--- src/rtl/dmem_arb_pkg.sv ---
// Shared types for the data-memory arbiter: FSM state encoding, port id,
// and the largest supported memory latency.
package dmem_arb_pkg;

   typedef enum logic [1:0] {
      IDLE  = 2'd0,
      ISSUE = 2'd1,
      WAIT  = 2'd2,
      RESP  = 2'd3
   } state_e;

   typedef logic port_t;

   localparam int unsigned MAX_LAT = 15;

endpackage

--- src/rtl/rr_arb2.sv ---
// Two-requester round-robin picker. Purely combinational; the caller owns
// the last-served pointer and decides when it advances.
module rr_arb2
   import dmem_arb_pkg::*;
(
   input  logic [1:0] req,
   input  port_t      last,
   output port_t      grant,
   output logic       valid
);

   // Single requester wins outright; on contention favour the one not served last
   always_comb begin
      valid = |req;
      grant = 1'b0;
      case (req)
         2'b01:   grant = 1'b0;
         2'b10:   grant = 1'b1;
         2'b11:   grant = ~last;
         default: grant = 1'b0;
      endcase
   end

endmodule

--- src/rtl/dmem_arbiter.sv ---
// Two-port arbiter/sequencer in front of a single-port, strobe-triggered
// data memory: round-robin grant, one-cycle registered strobes, fixed
// MEM_LAT wait, one-cycle done pulse with read data.
// Optional macro DMEM_ARB_ALIGN_CHECK_EN adds p0_err/p1_err and rejects
// accesses with addr[1:0] != 0 without touching memory.
module dmem_arbiter
   import dmem_arb_pkg::*;
#(
   parameter int unsigned AW      = 32,
   parameter int unsigned DW      = 32,
   parameter int unsigned MEM_LAT = 1
) (
   input  logic          clk,
   input  logic          rst,
   input  logic          p0_req,
   input  logic          p0_we,
   input  logic [AW-1:0] p0_addr,
   input  logic [DW-1:0] p0_wdata,
   output logic [DW-1:0] p0_rdata,
   output logic          p0_done,
   input  logic          p1_req,
   input  logic          p1_we,
   input  logic [AW-1:0] p1_addr,
   input  logic [DW-1:0] p1_wdata,
   output logic [DW-1:0] p1_rdata,
   output logic          p1_done,
   output logic [AW-1:0] mem_address,
   output logic [DW-1:0] mem_write_data,
   output logic          mem_read,
   output logic          mem_write,
   input  logic [DW-1:0] mem_read_data,
`ifdef DMEM_ARB_ALIGN_CHECK_EN
   output logic          p0_err,
   output logic          p1_err,
`endif
   output logic          busy
);

   localparam int unsigned   CW     = $clog2(MAX_LAT + 1);
   localparam logic [CW-1:0] LAT_M1 = CW'(MEM_LAT - 1);

   state_e        state_q, state_d;
   port_t         port_q, port_d;
   logic          we_q, we_d;
   logic [AW-1:0] addr_q, addr_d;
   logic [DW-1:0] wdata_q, wdata_d;
   logic [CW-1:0] cnt_q, cnt_d;
   port_t         rr_ptr_q, rr_ptr_d;
   logic          served_q, served_d;
   logic          mem_read_q, mem_read_d;
   logic          mem_write_q, mem_write_d;
   logic [DW-1:0] p0_rdata_q, p0_rdata_d;
   logic [DW-1:0] p1_rdata_q, p1_rdata_d;
`ifdef DMEM_ARB_ALIGN_CHECK_EN
   logic          err_q, err_d;
`endif

   port_t         arb_grant;
   logic          arb_valid;
   port_t         arb_last;
   logic          sel_we;
   logic [AW-1:0] sel_addr;
   logic [DW-1:0] sel_wdata;
   logic          misalign;

   // rr_ptr resets to 0 yet port 0 must win the first contention, so until
   // something has been served the picker is told port 1 went last.
   assign arb_last = served_q ? rr_ptr_q : 1'b1;

   rr_arb2 u_rr_arb2 (
      .req   ({p1_req, p0_req}),
      .last  (arb_last),
      .grant (arb_grant),
      .valid (arb_valid)
   );

   // Select the granted port's request fields
   always_comb begin
      sel_we    = arb_grant ? p1_we    : p0_we;
      sel_addr  = arb_grant ? p1_addr  : p0_addr;
      sel_wdata = arb_grant ? p1_wdata : p0_wdata;
   end

`ifdef DMEM_ARB_ALIGN_CHECK_EN
   assign misalign = (sel_addr[1:0] != 2'b00);
`else
   assign misalign = 1'b0;
`endif

   // State register
   always_ff @(posedge clk or posedge rst) begin
      if (rst) state_q <= IDLE;
      else     state_q <= state_d;
   end

   // Next-state logic
   always_comb begin
      state_d = state_q;
      case (state_q)
         IDLE:    if (arb_valid) state_d = misalign ? RESP : ISSUE;
         ISSUE:   state_d = WAIT;
         WAIT:    if (cnt_q == '0) state_d = RESP;
         RESP:    state_d = IDLE;
         default: state_d = IDLE;
      endcase
   end

   // Transaction latch, wait counter, pointer and per-port read data
   always_comb begin
      port_d     = port_q;
      we_d       = we_q;
      addr_d     = addr_q;
      wdata_d    = wdata_q;
      cnt_d      = cnt_q;
      rr_ptr_d   = rr_ptr_q;
      served_d   = served_q;
      p0_rdata_d = p0_rdata_q;
      p1_rdata_d = p1_rdata_q;
`ifdef DMEM_ARB_ALIGN_CHECK_EN
      err_d      = err_q;
`endif
      case (state_q)
         IDLE: if (arb_valid) begin
            port_d  = arb_grant;
            we_d    = sel_we;
            addr_d  = sel_addr;
            wdata_d = sel_wdata;
`ifdef DMEM_ARB_ALIGN_CHECK_EN
            err_d   = misalign;
`endif
         end
         ISSUE: cnt_d = LAT_M1;
         WAIT: begin
            // Read data is captured on the edge entering RESP so it is
            // already valid while done is high.
            if (cnt_q != '0) cnt_d = cnt_q - CW'(1);
            else if (!we_q) begin
               if (port_q) p1_rdata_d = mem_read_data;
               else        p0_rdata_d = mem_read_data;
            end
         end
         RESP: begin
            rr_ptr_d = port_q;
            served_d = 1'b1;
         end
         default: ;
      endcase
   end

   // Datapath and strobe registers
   always_ff @(posedge clk or posedge rst) begin
      if (rst) begin
         port_q      <= 1'b0;
         we_q        <= 1'b0;
         addr_q      <= '0;
         wdata_q     <= '0;
         cnt_q       <= '0;
         rr_ptr_q    <= 1'b0;
         served_q    <= 1'b0;
         mem_read_q  <= 1'b0;
         mem_write_q <= 1'b0;
         p0_rdata_q  <= '0;
         p1_rdata_q  <= '0;
`ifdef DMEM_ARB_ALIGN_CHECK_EN
         err_q       <= 1'b0;
`endif
      end else begin
         port_q      <= port_d;
         we_q        <= we_d;
         addr_q      <= addr_d;
         wdata_q     <= wdata_d;
         cnt_q       <= cnt_d;
         rr_ptr_q    <= rr_ptr_d;
         served_q    <= served_d;
         mem_read_q  <= mem_read_d;
         mem_write_q <= mem_write_d;
         p0_rdata_q  <= p0_rdata_d;
         p1_rdata_q  <= p1_rdata_d;
`ifdef DMEM_ARB_ALIGN_CHECK_EN
         err_q       <= err_d;
`endif
      end
   end

   // Outputs: strobes registered from the next state, status decoded from state
   always_comb begin
      mem_read_d     = (state_d == ISSUE) && !we_d;
      mem_write_d    = (state_d == ISSUE) &&  we_d;
      mem_read       = mem_read_q;
      mem_write      = mem_write_q;
      mem_address    = addr_q;
      mem_write_data = wdata_q;
      p0_rdata       = p0_rdata_q;
      p1_rdata       = p1_rdata_q;
      busy           = (state_q != IDLE);
      p0_done        = (state_q == RESP) && !port_q;
      p1_done        = (state_q == RESP) &&  port_q;
`ifdef DMEM_ARB_ALIGN_CHECK_EN
      p0_err         = p0_done && err_q;
      p1_err         = p1_done && err_q;
`endif
   end

endmodule
--- config.mk ---
export PLATFORM = sky130hd
export DESIGN_NAME = dmem_arbiter
export DESIGN_NICKNAME = d
export VERILOG_FILES = /design/src/rtl/dmem_arb_pkg.sv /design/src/rtl/rr_arb2.sv /design/src/rtl/dmem_arbiter.sv
export SDC_FILE = /design/constraint.sdc
export NUM_CORES = 1
export LEC_CHECK = 0
export BUFFER_PORTS_ARGS = -buffer_cell sky130_fd_sc_hd__buf_2
export CORE_MARGIN = 1
export CORE_UTILIZATION = 43
export DETAILED_ROUTE_END_ITERATION = 8
export GPL_TIMING_DRIVEN = 0
export HOLD_SLACK_MARGIN = 0.1
export PLACE_DENSITY_LB_ADDON = 0.15
export RECOVER_POWER = 50
export SYNTH_ARGS = -nofsm -noshare
export SYNTH_HDL_FRONTEND = slang
export SYNTH_SLANG_ARGS = --single-unit
--- constraint.sdc ---
create_clock -name clk -period 4.6 [get_ports clk]
set_input_delay 0.23 -clock clk [delete_from_list [all_inputs] [get_ports clk]]
set_output_delay 0.23 -clock clk [all_outputs]
set_load 0.03 [all_outputs]
Yosys cells after proc, flatten, opt, wreduce, memory -nomap -nowiden
Cells that the tools add are included.
Widths: inputs -> output; s select.
Cells by class
  $add $sub $neg: 1
  eq/ne operators: 7
  multiplexer cells: 12
  bitwise logic cells: 4
  reductions and logical operators: 16
Operator list (number)
  $mux 32: 2
  $eq 2x2->1 const B: 4
  $pmux 2 s4: 1
  $pmux 4 s2: 1
  $reduce_and 4->1: 2
  $eq 2x1->1 const B: 2
  $logic_and 1x1->1: 4
  $logic_not 4->1: 1
  $mux 1: 4
  $mux 2: 2
  $mux 4: 1
  $not 1->1: 4
  $reduce_and 2->1: 2
  $reduce_bool 2->1: 2
  $reduce_bool 4->1: 1
  $sub 4x1->4 const B: 1
  $logic_not 1->1: 2
  $logic_not 2->1: 1
  $ne 2x2->1 const B: 1
  $pmux 1 s2: 1
  $reduce_or 2->1: 1
Word-level totals
  register bits: 140
  input bits: 166
  output and inout bits: 133
  logic and storage cells: 52

Longest topological paths before layout
  word-level depth: 8
  mapped depth: 8
  depth with buffers taken out: 5

Hierarchy
From an unflattened synthesis, not the netlist that was laid out.
Second synthesis, totals
  cell total of the unflattened synthesis: 476
  area total of the unflattened synthesis: 6068.3 um^2
Modules (own cells, without submodules)
  dmem_arbiter: instances 1, cells an instance 474, area each 6054.6 um^2, sequential area each 3503.4 um^2
  rr_arb2: instances 1, cells an instance 2, area each 13.8 um^2, sequential area each 0.0 um^2

Worst setup path before layout
OpenSTA, ideal clock, no wires.
  kind: register to register
  start: register cnt_q[0]
  end: register p0_rdata_q[11], in the netlist p0_rdata[11]
  setup time: 125 ps
  arrival time: 1960 ps
  required time: 4475 ps
  slack: 2515 ps
  stages on the path, launching flop included: 8
  buffers on the path: 2
  cells stage by stage: dfrtp_1 inv_1 ha_1 or3b_1 buf_6 nor4b_4 buf_6 mux2_2
Between the ends
  cells in the longest elaborated chain, start to end: 3
Ends and longest elaborated chain
  from (decl): RTL line dmem_arbiter.sv:47  | logic [CW-1:0] cnt_q, cnt_d;
  from (signal assigned): RTL line dmem_arbiter.sv:172  | cnt_q <= cnt_d;
  $reduce_bool 4->1: RTL line dmem_arbiter.sv:136  | if (cnt_q != '0) cnt_d = cnt_q - CW'(1);
  $not 1->1 (no line)
  $reduce_and 4->1 (no line)
  to (signal assigned): RTL line dmem_arbiter.sv:177  | p0_rdata_q <= p0_rdata_d;
  to (decl): RTL line dmem_arbiter.sv:52  | logic [DW-1:0] p0_rdata_q, p0_rdata_d;
No other way between the ends.
A chain may end at the register's enable or synchronous reset.

Worst setup path in the final report
  start: register state_q[0]
  end: output busy
Between the ends
  cells in the longest elaborated chain, start to end: 1
Ends and longest elaborated chain
  from (decl): RTL line dmem_arbiter.sv:42  | state_e state_q, state_d;
  from (signal assigned): RTL line dmem_arbiter.sv:93  | else state_q <= state_d;
  $reduce_bool 2->1: RTL line dmem_arbiter.sv:195  | busy = (state_q != IDLE);
  to (decl): RTL line dmem_arbiter.sv:36  | output logic busy
No other way between the ends.

==> impl.org <==
** Status
- Outcome :: finished, violations left
- Failing checks :: max-capacitance violations, max-slew violations

** STA
- Final count of pins violating max slew :: 49
- Final hold analysis gives a worst-case slack of 129 ps.
- Setup repair after global routing left no endpoint under its margin.
- After routing, the total negative slack on setup checks comes to 0 ps.
- Highest Clock Rate :: 0.353 GHz
- Worst-Margin Slew :: 2340 ps
- Final hold vios :: 0
- Setup violations remaining at the end of the flow were counted as 0.
- Post-route clock period utilization :: 0.615
- Post-layout min period :: 2830 ps
- Setup Skew :: 6.94 ps
- In this run the tightest slew margin relative to its limit is -0.569.

** Clock tree
- In this run the deepest clock path goes through 2 buffers.
- Clock Sink Count :: 140
- TritonCTS created 17 clock buffers.
- H-Tree Level Count :: 4
- CTS Root Buffer Type :: sky130_fd_sc_hd__clkbuf_16
- CTS tree :: done
- After clock tree synthesis, the clock-pin slew on the worst setup and hold paths is 60 ps.
- Clock latency on the worst-skew pair :: 420 ps

** Die
- From left edge to right edge, the die measures 124 µm.
- Number of placed I/O pins :: 299
- The floorplan step set the die height to 124 µm.
- Die area :: 15400 µm²
- The total area inside the core boundary comes to 14500 µm².
- Initial core utilization :: 0.441
- The initialized floorplan defines 44 standard-cell rows.

** Pwr
- VDD sags by at most 0.000363 V.
- Power per cell area :: 734 nW/µm²
- Leak :: 4.06 nW

** Synthesis
- Main combinational cell family by area after synthesis :: compound AO/OA/AOI/OAI gates
- The synthesized-area fraction occupied by ao, oa, aoi and oai cells came to 0.181.
- Of the total synthesized cell area, the portion taken by full adders, half adders and majority gates is 0.0137.
- After synthesis the netlist holds a flip-flop and latch count of 140.
- Syn Std Cell Area :: 6410 µm²
- Fraction of the yosys area taken by sequential cells :: 0.546
- Synthesis produced a netlist with a net count of 750.
- Of the total synthesized cell area, the portion taken by AND, OR, NAND and NOR gates is 0.101.
- Number of cells produced by synthesis :: 577
- Of the total synthesized cell area, the portion taken by XOR and XNOR cells is 0.
- Post-synthesis mux area share :: 0.114
- Warnings, synthesis :: 0
- After synthesis, the mean cell area works out to 11.1 µm².
- Synth unique cells :: 32

** Detailed routing
- Starting DRT DRC Count :: 389
- Vias :: 6505
- Average wire length per cell after detail routing :: 17.5 µm
- The first detailed-routing pass ran for 5 iterations.
- Wires add up to 20.8 mm.
- Antenna viol nets, final :: 0
- DRC violations left :: 0
- Dividing the detail-routed via count by the number of cells gives 5.47.

** Critical path
- STA puts the critical path data arrival time at 2600 ps.
- Of all nets on the critical path, the largest fanout is 10.
- Kind of critical path :: reg -> out
- The worst setup path is captured at an output port.
- Data on the critical path is required at its endpoint by 4370 ps.
- The worst setup path is launched from a flip-flop.

** Layout
- Footprint of the flip-flops and latches :: 3500 µm²
- Layout Area Growth over Synthesis :: 49.3%
- In the final layout, the share of cells above drive strength 1 is 0.266.
- After routing the design area is 9570 µm².
- The library cell used most frequently in the layout, excluding fill and tap cells, is sky130_fd_sc_hd__clkbuf_1.
- The final layout contains 1164 nets.
- Once layout is complete, the cells apart from fillers number 1190.
- Commonest cells after routing, fill and taps aside :: sky130_fd_sc_hd__clkbuf_1, sky130_fd_sc_hd__buf_2, sky130_fd_sc_hd__dfrtp_1
- Area used by multi-input combinational logic :: 2630 µm²
- Filler instances :: 1222

** GRT
- After global routing the overflow that remains totals 0.
- The number of antenna violations at the first check in global routing came to 2.
- Vias in the first global route :: 6383
- Tot GR Track Use :: 0.266
- Maximum number of pins on one net before global-route repair :: 93
- Global-route wire length before repair :: 31.3 mm

** Job
- Max_cap viols :: 1

** Worst hold path
- Type of the most critical hold path :: in -> reg

** Placement
- After detailed placement, the total cell area comes to 8160 µm².
- Input and output buffers added on the ports amount to 297.
- Detailed placement finished with a half-perimeter wire length of 14.3 mm.
- The congestion estimate from routability-driven global placement came to 0.832.
- Inst Count DP :: 1059
-- layer usage --
layer  global-route usage  up-vias  wire (µm)
met4                0.128        0        588
met2                0.453      318      10400
met1                0.309     3168       8160
met5                    0        -          0
met3               0.0710       43       1650
li1                     -     2976          -
-- power by group --
group          internal [W]  leakage (nW)  total (W)  switching [W]
Sequential          0.00184          1.68    0.00219       0.000350
Clock              0.000821         0.288    0.00141       0.000592
Combinational       0.00101          2.09    0.00342        0.00242
-- synthesized netlist by cell type --
library cell	number	area, µm²
sky130_fd_sc_hd__dfrtp_1	140	3500
sky130_fd_sc_hd__nand2_1	131	492
sky130_fd_sc_hd__o211ai_1	65	488
sky130_fd_sc_hd__o2111ai_1	64	561
sky130_fd_sc_hd__mux2_2	60	676
sky130_fd_sc_hd__clkbuf_1	51	191
sky130_fd_sc_hd__ha_1	7	87.6
sky130_fd_sc_hd__inv_1	7	26.3
sky130_fd_sc_hd__mux2_1	5	56.3
sky130_fd_sc_hd__o21ai_0	5	25.0
sky130_fd_sc_hd__a21oi_1	4	20.0
sky130_fd_sc_hd__buf_1	4	15.0
sky130_fd_sc_hd__buf_6	4	45.0
sky130_fd_sc_hd__nor2b_1	4	25.0
sky130_fd_sc_hd__nand3_1	3	15.0
sky130_fd_sc_hd__nor2_1	3	11.3
sky130_fd_sc_hd__o21a_1	3	22.5
sky130_fd_sc_hd__nand4b_1	2	17.5
sky130_fd_sc_hd__nor3b_1	2	15.0
sky130_fd_sc_hd__a2111o_1	1	11.3
sky130_fd_sc_hd__a22o_1	1	8.76
sky130_fd_sc_hd__and2_1	1	6.26
sky130_fd_sc_hd__and3b_1	1	8.76
sky130_fd_sc_hd__nand3b_1	1	7.51
sky130_fd_sc_hd__nor3_1	1	5.00
sky130_fd_sc_hd__nor4b_1	1	8.76
sky130_fd_sc_hd__nor4b_4	1	23.8
sky130_fd_sc_hd__o22ai_1	1	6.26
sky130_fd_sc_hd__o32a_1	1	10.0
sky130_fd_sc_hd__o32ai_1	1	8.76
sky130_fd_sc_hd__or2_2	1	6.26
sky130_fd_sc_hd__or3b_1	1	8.76
-- flip-flops by register name (all words and copies together) (netlist names) --
register / cells
mem_address: 32
mem_write_data: 32
p0_rdata: 32
p1_rdata: 32
cnt_q: 4
state_q: 2
mem_read: 1
mem_write: 1
port_q: 1
rr_ptr_q: 1
served_q: 1
we_q: 1
-- final cells by class --
class	instances	area share
sequential	140	0.366
antenna	2	0.000523
multi-input combinational	371	0.275
clock inverter	15	0.0186
timing repair buffer	395	0.243
clock buffer	17	0.0444
tap	184	0.0240
inverter	7	0.00288
buffer	59	0.0263
-- per-stage QoR --
step	worst slack (ps)	power, W	util
floorplan	617	0.00457	-
global placement	-923	0.00558	0.559
detailed placement	2100	0.00570	0.562
CTS	1780	0.00719	0.670
global route	1550	0.00743	0.659
finish	1770	0.00703	0.659
-- cell families after synthesis --
| group | after synthesis |
|---|---|
| DFF | 140 |
| AOI/OAI and AO/OA | 146 |
| adders and majority gates | 7 |
| muxes | 65 |
| buffers and inverters | 66 |
| and+or+nand+nor | 153 |
-- critical path, stage by stage (launching register included) --
cell and delay [ps]:
sky130_fd_sc_hd__dfrtp_1 430, sky130_fd_sc_hd__inv_1 140, sky130_fd_sc_hd__ha_1 170, sky130_fd_sc_hd__clkbuf_1 270
sky130_fd_sc_hd__clkbuf_1 460, sky130_fd_sc_hd__buf_1 440, sky130_fd_sc_hd__inv_1 70, sky130_fd_sc_hd__buf_2 190
-- worst paths after layout --
check                           slack (ps)                              to  depth (start not counted)                      from
worst min register to register         490        p0_rdata[29]$_DFFE_PP0P_                          1  p0_rdata[29]$_DFFE_PP0P_
worst max-delay path                  1770                            busy                          7      state_q[0]$_DFF_PP0_
worst max register to register        1990  mem_write_data[14]$_DFFE_PP0P_                          8      state_q[0]$_DFF_PP0_
worst min-delay path                   130  mem_write_data[15]$_DFFE_PP0P_                          3              p0_wdata[15]
max in group asynchronous             2400   mem_write_data[0]$_DFFE_PP0P_                          4                       rst
min in group asynchronous              990         p1_rdata[5]$_DFFE_PP0P_                          3                       rst
-- what timing repair did --
item                      4_1_cts  5_1_grt
setup buffers                   0        0
hold endpoints to repair      176        0
gates resized for setup         0        0
hold buffers                   97        0
No activity file was read; power rests on OpenSTA's default activity.
